`config.mk`:
```
export PLATFORM = sky130hd
export DESIGN_NAME = pipeline_reg_wb_skid
export DESIGN_NICKNAME = d
export VERILOG_FILES = /design/src/rtl/pipeline_reg_wb_skid.sv
export SDC_FILE = /design/constraint.sdc
export NUM_CORES = 1
export LEC_CHECK = 0
export ABC_AREA = 1
export BUFFER_PORTS_ARGS = -buffer_cell sky130_fd_sc_hd__buf_2
export CAP_MARGIN = 20
export CORE_ASPECT_RATIO = 0.7
export CORE_UTILIZATION = 54
export CTS_CLUSTER_DIAMETER = 80
export DETAILED_ROUTE_END_ITERATION = 7
export GPL_ROUTABILITY_DRIVEN = 0
export PLACE_DENSITY = 0.92
export SETUP_SLACK_MARGIN = 0.15
export SKIP_LAST_GASP = 1
export SYNTH_ARGS = -nofsm -noshare
export SYNTH_HDL_FRONTEND = slang
export SYNTH_SLANG_ARGS = --single-unit
```
`constraint.sdc`:
```
create_clock -name clock -period 2.65 [get_ports clock]
set_input_delay 0.265 -clock clock [delete_from_list [all_inputs] [get_ports clock]]
set_output_delay 0.265 -clock clock [all_outputs]
set_load 0.03 [all_outputs]
```
`src/rtl/pipeline_reg_wb_skid.sv`:
```
// ---------------------------------------------------------------------------
// pipeline_reg_wb_skid
//
// MEM/WB pipeline register with a one-entry skid buffer. The main register
// drives the writeback outputs; the skid register holds a second beat so the
// upstream stage sees a registered ready signal with no combinational path
// from out_ready.
//
// Parameters
//   XLEN  ALU-result and memory-data width in bits
//   RD_W  destination-register index width
//
// Ports
//   clock           single clock, all state updates on the rising edge
//   reset           asynchronous active-low reset
//   in_valid        upstream beat present
//   in_ready        block can accept a beat (registered)
//   flush           synchronous discard of all held beats
//   regwrite_in     register-write enable of the incoming beat
//   memtoreg_in     writeback source select of the incoming beat
//   alu_result_in   ALU result of the incoming beat
//   mem_data_in     memory read data of the incoming beat
//   rd_in           destination register index of the incoming beat
//   out_valid       writeback beat present
//   out_ready       writeback stage consumes the beat
//   regwrite_out    stored register-write enable, gated by out_valid
//   memtoreg_out    stored writeback source select
//   alu_result_out  stored ALU result
//   mem_data_out    stored memory data
//   rd_out          stored destination register index
//   wb_data_out     selected writeback data (memtoreg ? mem : alu)
//   occupancy       number of held beats (0..2)
//
// Configuration macro
//   PIPE_WB_X0_SUPPRESS_EN  when defined, beats targeting x0 are stored with
//                           regwrite cleared
//
// States
//   ST_EMPTY | no beat held, payload outputs keep the last loaded values
//   ST_ONE   | one beat held in the main register
//   ST_FULL  | main and skid registers both hold a beat, in_ready low
// ---------------------------------------------------------------------------
module pipeline_reg_wb_skid #(
    parameter int XLEN = 32,
    parameter int RD_W = 5
) (
    input  logic            clock,
    input  logic            reset,
    input  logic            in_valid,
    output logic            in_ready,
    input  logic            flush,
    input  logic            regwrite_in,
    input  logic            memtoreg_in,
    input  logic [XLEN-1:0] alu_result_in,
    input  logic [XLEN-1:0] mem_data_in,
    input  logic [RD_W-1:0] rd_in,
    output logic            out_valid,
    input  logic            out_ready,
    output logic            regwrite_out,
    output logic            memtoreg_out,
    output logic [XLEN-1:0] alu_result_out,
    output logic [XLEN-1:0] mem_data_out,
    output logic [RD_W-1:0] rd_out,
    output logic [XLEN-1:0] wb_data_out,
    output logic [1:0]      occupancy
);

    typedef enum logic [1:0] {
        ST_EMPTY = 2'd0,
        ST_ONE   = 2'd1,
        ST_FULL  = 2'd2
    } state_t;

    state_t          r_state;
    state_t          w_state_nxt;
    logic            r_in_ready;

    logic            r_main_rw;
    logic            r_main_mtr;
    logic [XLEN-1:0] r_main_alu;
    logic [XLEN-1:0] r_main_mem;
    logic [RD_W-1:0] r_main_rd;

    logic            r_skid_rw;
    logic            r_skid_mtr;
    logic [XLEN-1:0] r_skid_alu;
    logic [XLEN-1:0] r_skid_mem;
    logic [RD_W-1:0] r_skid_rd;

    logic            w_accept;
    logic            w_consume;
    logic            w_load_main_in;
    logic            w_load_main_skid;
    logic            w_load_skid;
    logic            w_rw_in;

`ifdef PIPE_WB_X0_SUPPRESS_EN
    // x0 is hard-wired zero; dropping the enable here keeps it off the
    // register-file write port entirely.
    assign w_rw_in = regwrite_in & (rd_in != '0);
`else
    assign w_rw_in = regwrite_in;
`endif

    assign w_accept  = in_valid & r_in_ready;
    assign w_consume = (r_state != ST_EMPTY) & out_ready;

    always_comb begin
        w_state_nxt      = r_state;
        w_load_main_in   = 1'b0;
        w_load_main_skid = 1'b0;
        w_load_skid      = 1'b0;
        case (r_state)
            ST_EMPTY: begin
                if (w_accept) begin
                    w_state_nxt    = ST_ONE;
                    w_load_main_in = 1'b1;
                end
            end
            ST_ONE: begin
                if (w_accept && w_consume) begin
                    w_load_main_in = 1'b1;
                end else if (w_accept) begin
                    w_state_nxt = ST_FULL;
                    w_load_skid = 1'b1;
                end else if (w_consume) begin
                    w_state_nxt = ST_EMPTY;
                end
            end
            ST_FULL: begin
                // in_ready is low here, so w_accept cannot be set
                if (w_consume) begin
                    w_state_nxt      = ST_ONE;
                    w_load_main_skid = 1'b1;
                end
            end
            default: begin
                w_state_nxt = ST_EMPTY;
            end
        endcase
        // flush beats every other event, including a beat offered this cycle
        if (flush) begin
            w_state_nxt      = ST_EMPTY;
            w_load_main_in   = 1'b0;
            w_load_main_skid = 1'b0;
            w_load_skid      = 1'b0;
        end
    end

    always_ff @(posedge clock or negedge reset) begin
        if (!reset) begin
            r_state    <= ST_EMPTY;
            r_in_ready <= 1'b1;
        end else begin
            r_state    <= w_state_nxt;
            // ready is the registered image of the next state, so it never
            // depends combinationally on out_ready
            r_in_ready <= (w_state_nxt != ST_FULL);
        end
    end

    always_ff @(posedge clock or negedge reset) begin
        if (!reset) begin
            r_main_rw  <= 1'b0;
            r_main_mtr <= 1'b0;
            r_main_alu <= '0;
            r_main_mem <= '0;
            r_main_rd  <= '0;
        end else if (w_load_main_in) begin
            r_main_rw  <= w_rw_in;
            r_main_mtr <= memtoreg_in;
            r_main_alu <= alu_result_in;
            r_main_mem <= mem_data_in;
            r_main_rd  <= rd_in;
        end else if (w_load_main_skid) begin
            r_main_rw  <= r_skid_rw;
            r_main_mtr <= r_skid_mtr;
            r_main_alu <= r_skid_alu;
            r_main_mem <= r_skid_mem;
            r_main_rd  <= r_skid_rd;
        end
    end

    always_ff @(posedge clock or negedge reset) begin
        if (!reset) begin
            r_skid_rw  <= 1'b0;
            r_skid_mtr <= 1'b0;
            r_skid_alu <= '0;
            r_skid_mem <= '0;
            r_skid_rd  <= '0;
        end else if (w_load_skid) begin
            r_skid_rw  <= w_rw_in;
            r_skid_mtr <= memtoreg_in;
            r_skid_alu <= alu_result_in;
            r_skid_mem <= mem_data_in;
            r_skid_rd  <= rd_in;
        end
    end

    assign in_ready       = r_in_ready;
    assign out_valid      = (r_state != ST_EMPTY);
    assign occupancy      = r_state;
    assign regwrite_out   = r_main_rw & out_valid;
    assign memtoreg_out   = r_main_mtr;
    assign alu_result_out = r_main_alu;
    assign mem_data_out   = r_main_mem;
    assign rd_out         = r_main_rd;
    assign wb_data_out    = r_main_mtr ? r_main_mem : r_main_alu;

endmodule

```
### Word level (Yosys, flattened, before mapping)

Index checks and enable logic that the tools add are counted.

* bits in registers: 145
* bits of input ports: 76
* output and inout port bits: 107
* logic and storage cells: 50

* equal/unequal tests: 3
* mux-type cells: 28
* bitwise gates (word level): 3
* reductions and logical operators: 4

Operators by type and width (number)
* 2-to-1 mux 32 bit: 5
* 2-to-1 mux 1 bit: 13
* 2-to-1 mux 2 bit: 6
* 2-to-1 mux 5 bit: 2
* one-hot mux 2 bit (3 select lines): 1
* nonzero test 2 bit: 2
* bitwise AND 1 bit: 3
* equality test 2 x 1 -> 1 bit (second input constant): 1
* equality test 2 bit (second input constant): 1
* zero test 2 bit: 1
* inequality test 2 bit (second input constant): 1
* one-hot mux 1 bit (2 select lines): 1
* logical AND 1 bit: 1

### Depth between registers and ports, before layout

* depth in word-level cells: 8
* depth in mapped cells: 9
* depth with buffers taken out: 7

### Least setup slack after synthesis

Ideal clock, no wire load.

* kind: register to output
* from: register r_main_mtr (netlist: memtoreg_out)
* to: output wb_data_out[10]
* arrival time: 1.390 ns
* data required time: 2.385 ns
* path slack: 0.995 ns
* stages on the path, launching flop included: 4
* path buffers: 2
* cell sequence: dfrtp_1 -> clkbuf_1 -> buf_2 -> mux2_2

* longest elaborated chain between the ends: 1

Ends and longest elaborated chain
* from (decl): line 79 `logic r_main_mtr;`
* from (signal assigned): line 171 `r_main_mtr <= memtoreg_in;`
* from (signal assigned): line 177 `r_main_mtr <= r_skid_mtr;`
* 2-to-1 mux 32 bit: line 208 `assign wb_data_out = r_main_mtr ? r_main_mem : r_main_alu;`
* to (decl): line 64 `output logic [XLEN-1:0] wb_data_out,`

No other way between the ends.

### Worst setup path after layout

* from: register r_main_mtr (netlist: memtoreg_out)
* to: output wb_data_out[15]

The elaborated chain is that of the path after synthesis.

==> impl_metrics.csv <==
group,metric,value,unit
clock_tree,clk_pin_slew,60,ps
yosys,synth_top_cell_by_area,"dfrtp_1",
sta,fin_crit_sh,81.4,%
global_routing,grt_pass1_vias,5958,
yosys,synth_cell_types,21,
sta,fmax,0.464,GHz
setup_path,critPathLaunchType,"flop",
yosys,synth_top_area_share,50.4,%
sta,hold_viol_final,0,
clock_tree,cts_resized,0,
power_and_ir_drop,ir_worst_vdd,545,uV
worst_hold_path,hold_class,"in -> reg",
setup_path,path_max_fanout,25,
sta,setup_slack,494,ps
yosys,netlist_area,0.00715,sq mm
layout,layout.cells.non_filler,1227,
yosys,synth_area_leaders,"dfrtp_1, nand2_1, nand3_1",
drt,viasPerCell,5.36,
flow_run,cap_violations,0,
floorplanning,coreArea,0.0127,sq mm
global_routing,grt_max_degree,84,
placement,dp_hpwl,11.4,mm
setup_path,worstPathArrival,1890,ps
sta,final.setup.tns,0,ps
drt,vias,6581,
setup_path,timing.rr.start,"occupancy[1]",
sta,tightest_slew,814,ps
clock_tree,cts_sinks,145,
status,outcome,"completed",
drt,drtIter0Drc,518,
setup_path,startpoint,"memtoreg_out",
floorplanning,rows,34,
power_and_ir_drop,p_per_area,887,mW/mm^2
placement,place_ws,801,ps
clock_tree,clockRootBuffer,"clkbuf_16",
setup_path,crit_required,2380,ps
floorplanning,die_w,140,um
global_routing,grt_pass1_wl,29.5,mm
layout,nFillCells,944,
placement,placedCellCount,1193,
power_and_ir_drop,p_total,7.83,mW
floorplanning,start_util,56.4,%
clock_tree,worstSkewPairLatency,410,ps
yosys,synth-seq-cells,145,
yosys,yosysSeqAreaShare,50.7,%
setup_path,path_class,"reg -> out",
clock_tree,postCtsSetupBuffers,0,
layout,utilization,69.7,%
layout,fin_area,0.00883,sq mm
floorplanning,fp.dieH,98.3,um
yosys,yosys_warnings,0,
setup_path,end_kind,"primary output",
clock_tree,clk_path_buf_depth,2,
drt,drc_errors,0,
sta,slew_headroom,45.8,%
sta,fin_worst_skew,7.17,ps
clock_tree,cts_buffers,17,
layout,areaGrowthSynthToFinish,23.5,%
drt,dr.pass1.iters,5,
layout,drive_gt1_share,25.2,%
placement,placed_area,0.00818,sq mm
floorplanning,boundaryPins,183,
clock_tree,cts_max_level,4,
yosys,syn_area_per_cell,7.97,sq um
yosys,synthCells,898,
sta,setup_violations,0,
drt,ant_nets,0,
placement,io_buffer_count,182,
drt,avgRoutedWirePerCell,14.4,um
worst_hold_path,hp-start,"alu_result_in[1]",
floorplanning,dieArea,0.0137,sq mm
global_routing,grt_use_total,27.2,%
yosys,synth.net_count,974,
sta,slew_viol_final,0,
global_routing,globalRoute.totalOverflow,0,
global_routing,antenna_found_initial,2,
power_and_ir_drop,leakagePower,4.73,nW
clock_tree,cts_tree,"yes",
sta,timing.final.crit_period,2160,ps
layout,final_net_count,1127,
sta,rsz0062_at_grt,"false",
drt,wl,17.7,mm
sta,timing.hold.ws,98.1,ps
clock_tree,cts-hold-fix-buffers,1,
setup_path,ff2ff_setup_slack,730,ps
-- layout by cell type, fill, tap and decap left out, types with 2 or more instances in the layout --
cell type	count
o21ai_0	55
nand2_1	213
o21ai_1	89
clkinv_4	2
bufinv_16	4
buf_4	9
clkinv_2	2
nor2_1	2
nand3_1	144
dfrtp_1	144
inv_1	145
mux2_2	32
buf_2	181
clkinvlp_4	2
buf_12	5
clkbuf_16	17
nor2_4	2
inv_6	2
inv_2	2
clkbuf_8	2
-- layer usage --
| metal | global-route usage, % | part of all wire [%] |
|---|---|---|
| met5 | 0 | 0.073 |
| met1 | 38.0 | 44 |
| met4 | 8.62 | 1.6 |
| met2 | 41.3 | 46 |
| met3 | 7.50 | 8.5 |
-- sequential cells by signal (all words and copies together), names as in the netlist --
| register | count |
|---|---|
| r_skid_rd | 5 |
| memtoreg_out | 1 |
| r_skid_mtr | 1 |
| mem_data_out | 32 |
| occupancy | 2 |
| alu_result_out | 32 |
| r_main_rw | 1 |
| r_skid_mem | 32 |
| in_ready | 1 |
| r_skid_rw | 1 |
| rd_out | 5 |
| r_skid_alu | 32 |
-- logic make-up after synthesis --
| family | synth area share (%) |
|---|---|
| simple gates | 22.5 |
| buf+inv | 11.6 |
| compound gates | 10.2 |
| flops | 50.7 |
| mux | 5.04 |
-- worst max-delay path, cell delays in order, from the launching register on --
cell and delay [ps]:
dfrtp_1 650, buf_12 270, mux2_2 370, buf_2 180
-- area by class of cell --
| cell class | instances | area, sq um | share of cell area, % |
|---|---|---|---|
| Multi-Input combinational cell | 543 | 2720 | 30.7 |
| Clock inverter | 12 | 180 | 2.04 |
| Tap cell | 162 | 203 | 2.29 |
| Sequential cell | 145 | 3630 | 41.1 |
| Timing Repair Buffer | 197 | 1090 | 12.4 |
| Clock buffer | 20 | 457 | 5.17 |
| Inverter | 147 | 552 | 6.25 |
| Antenna cell | 1 | 2.50 | 0.0283 |
-- report_power, final --
part	internal, mW	switching (mW)
Sequential	2.70	0.351
Clock	1.63	0.936
Combinational	0.749	1.46
Total	5.09	2.75
-- worst paths after layout --
check	to	cells after the start
max	wb_data_out[15]	3
max reg2reg	rd_out[0]	5
min reg2reg	r_skid_alu[25]	2
max in group asynchronous	mem_data_out[23]	3
min	r_skid_alu[1]	3
min in group asynchronous	rd_out[1]	2
-- Yosys cell counts (all sizes together) --
cell and number:
dfrtp 144, nand3 145, nand2 214, a31oi 1
o21ai 144, clkbuf 29, inv 147, nand4 1
nand3b 1, buf 34, mux2 32, dfstp 1
nor2 5
Note: power is estimated with default switching activity, not from simulation.
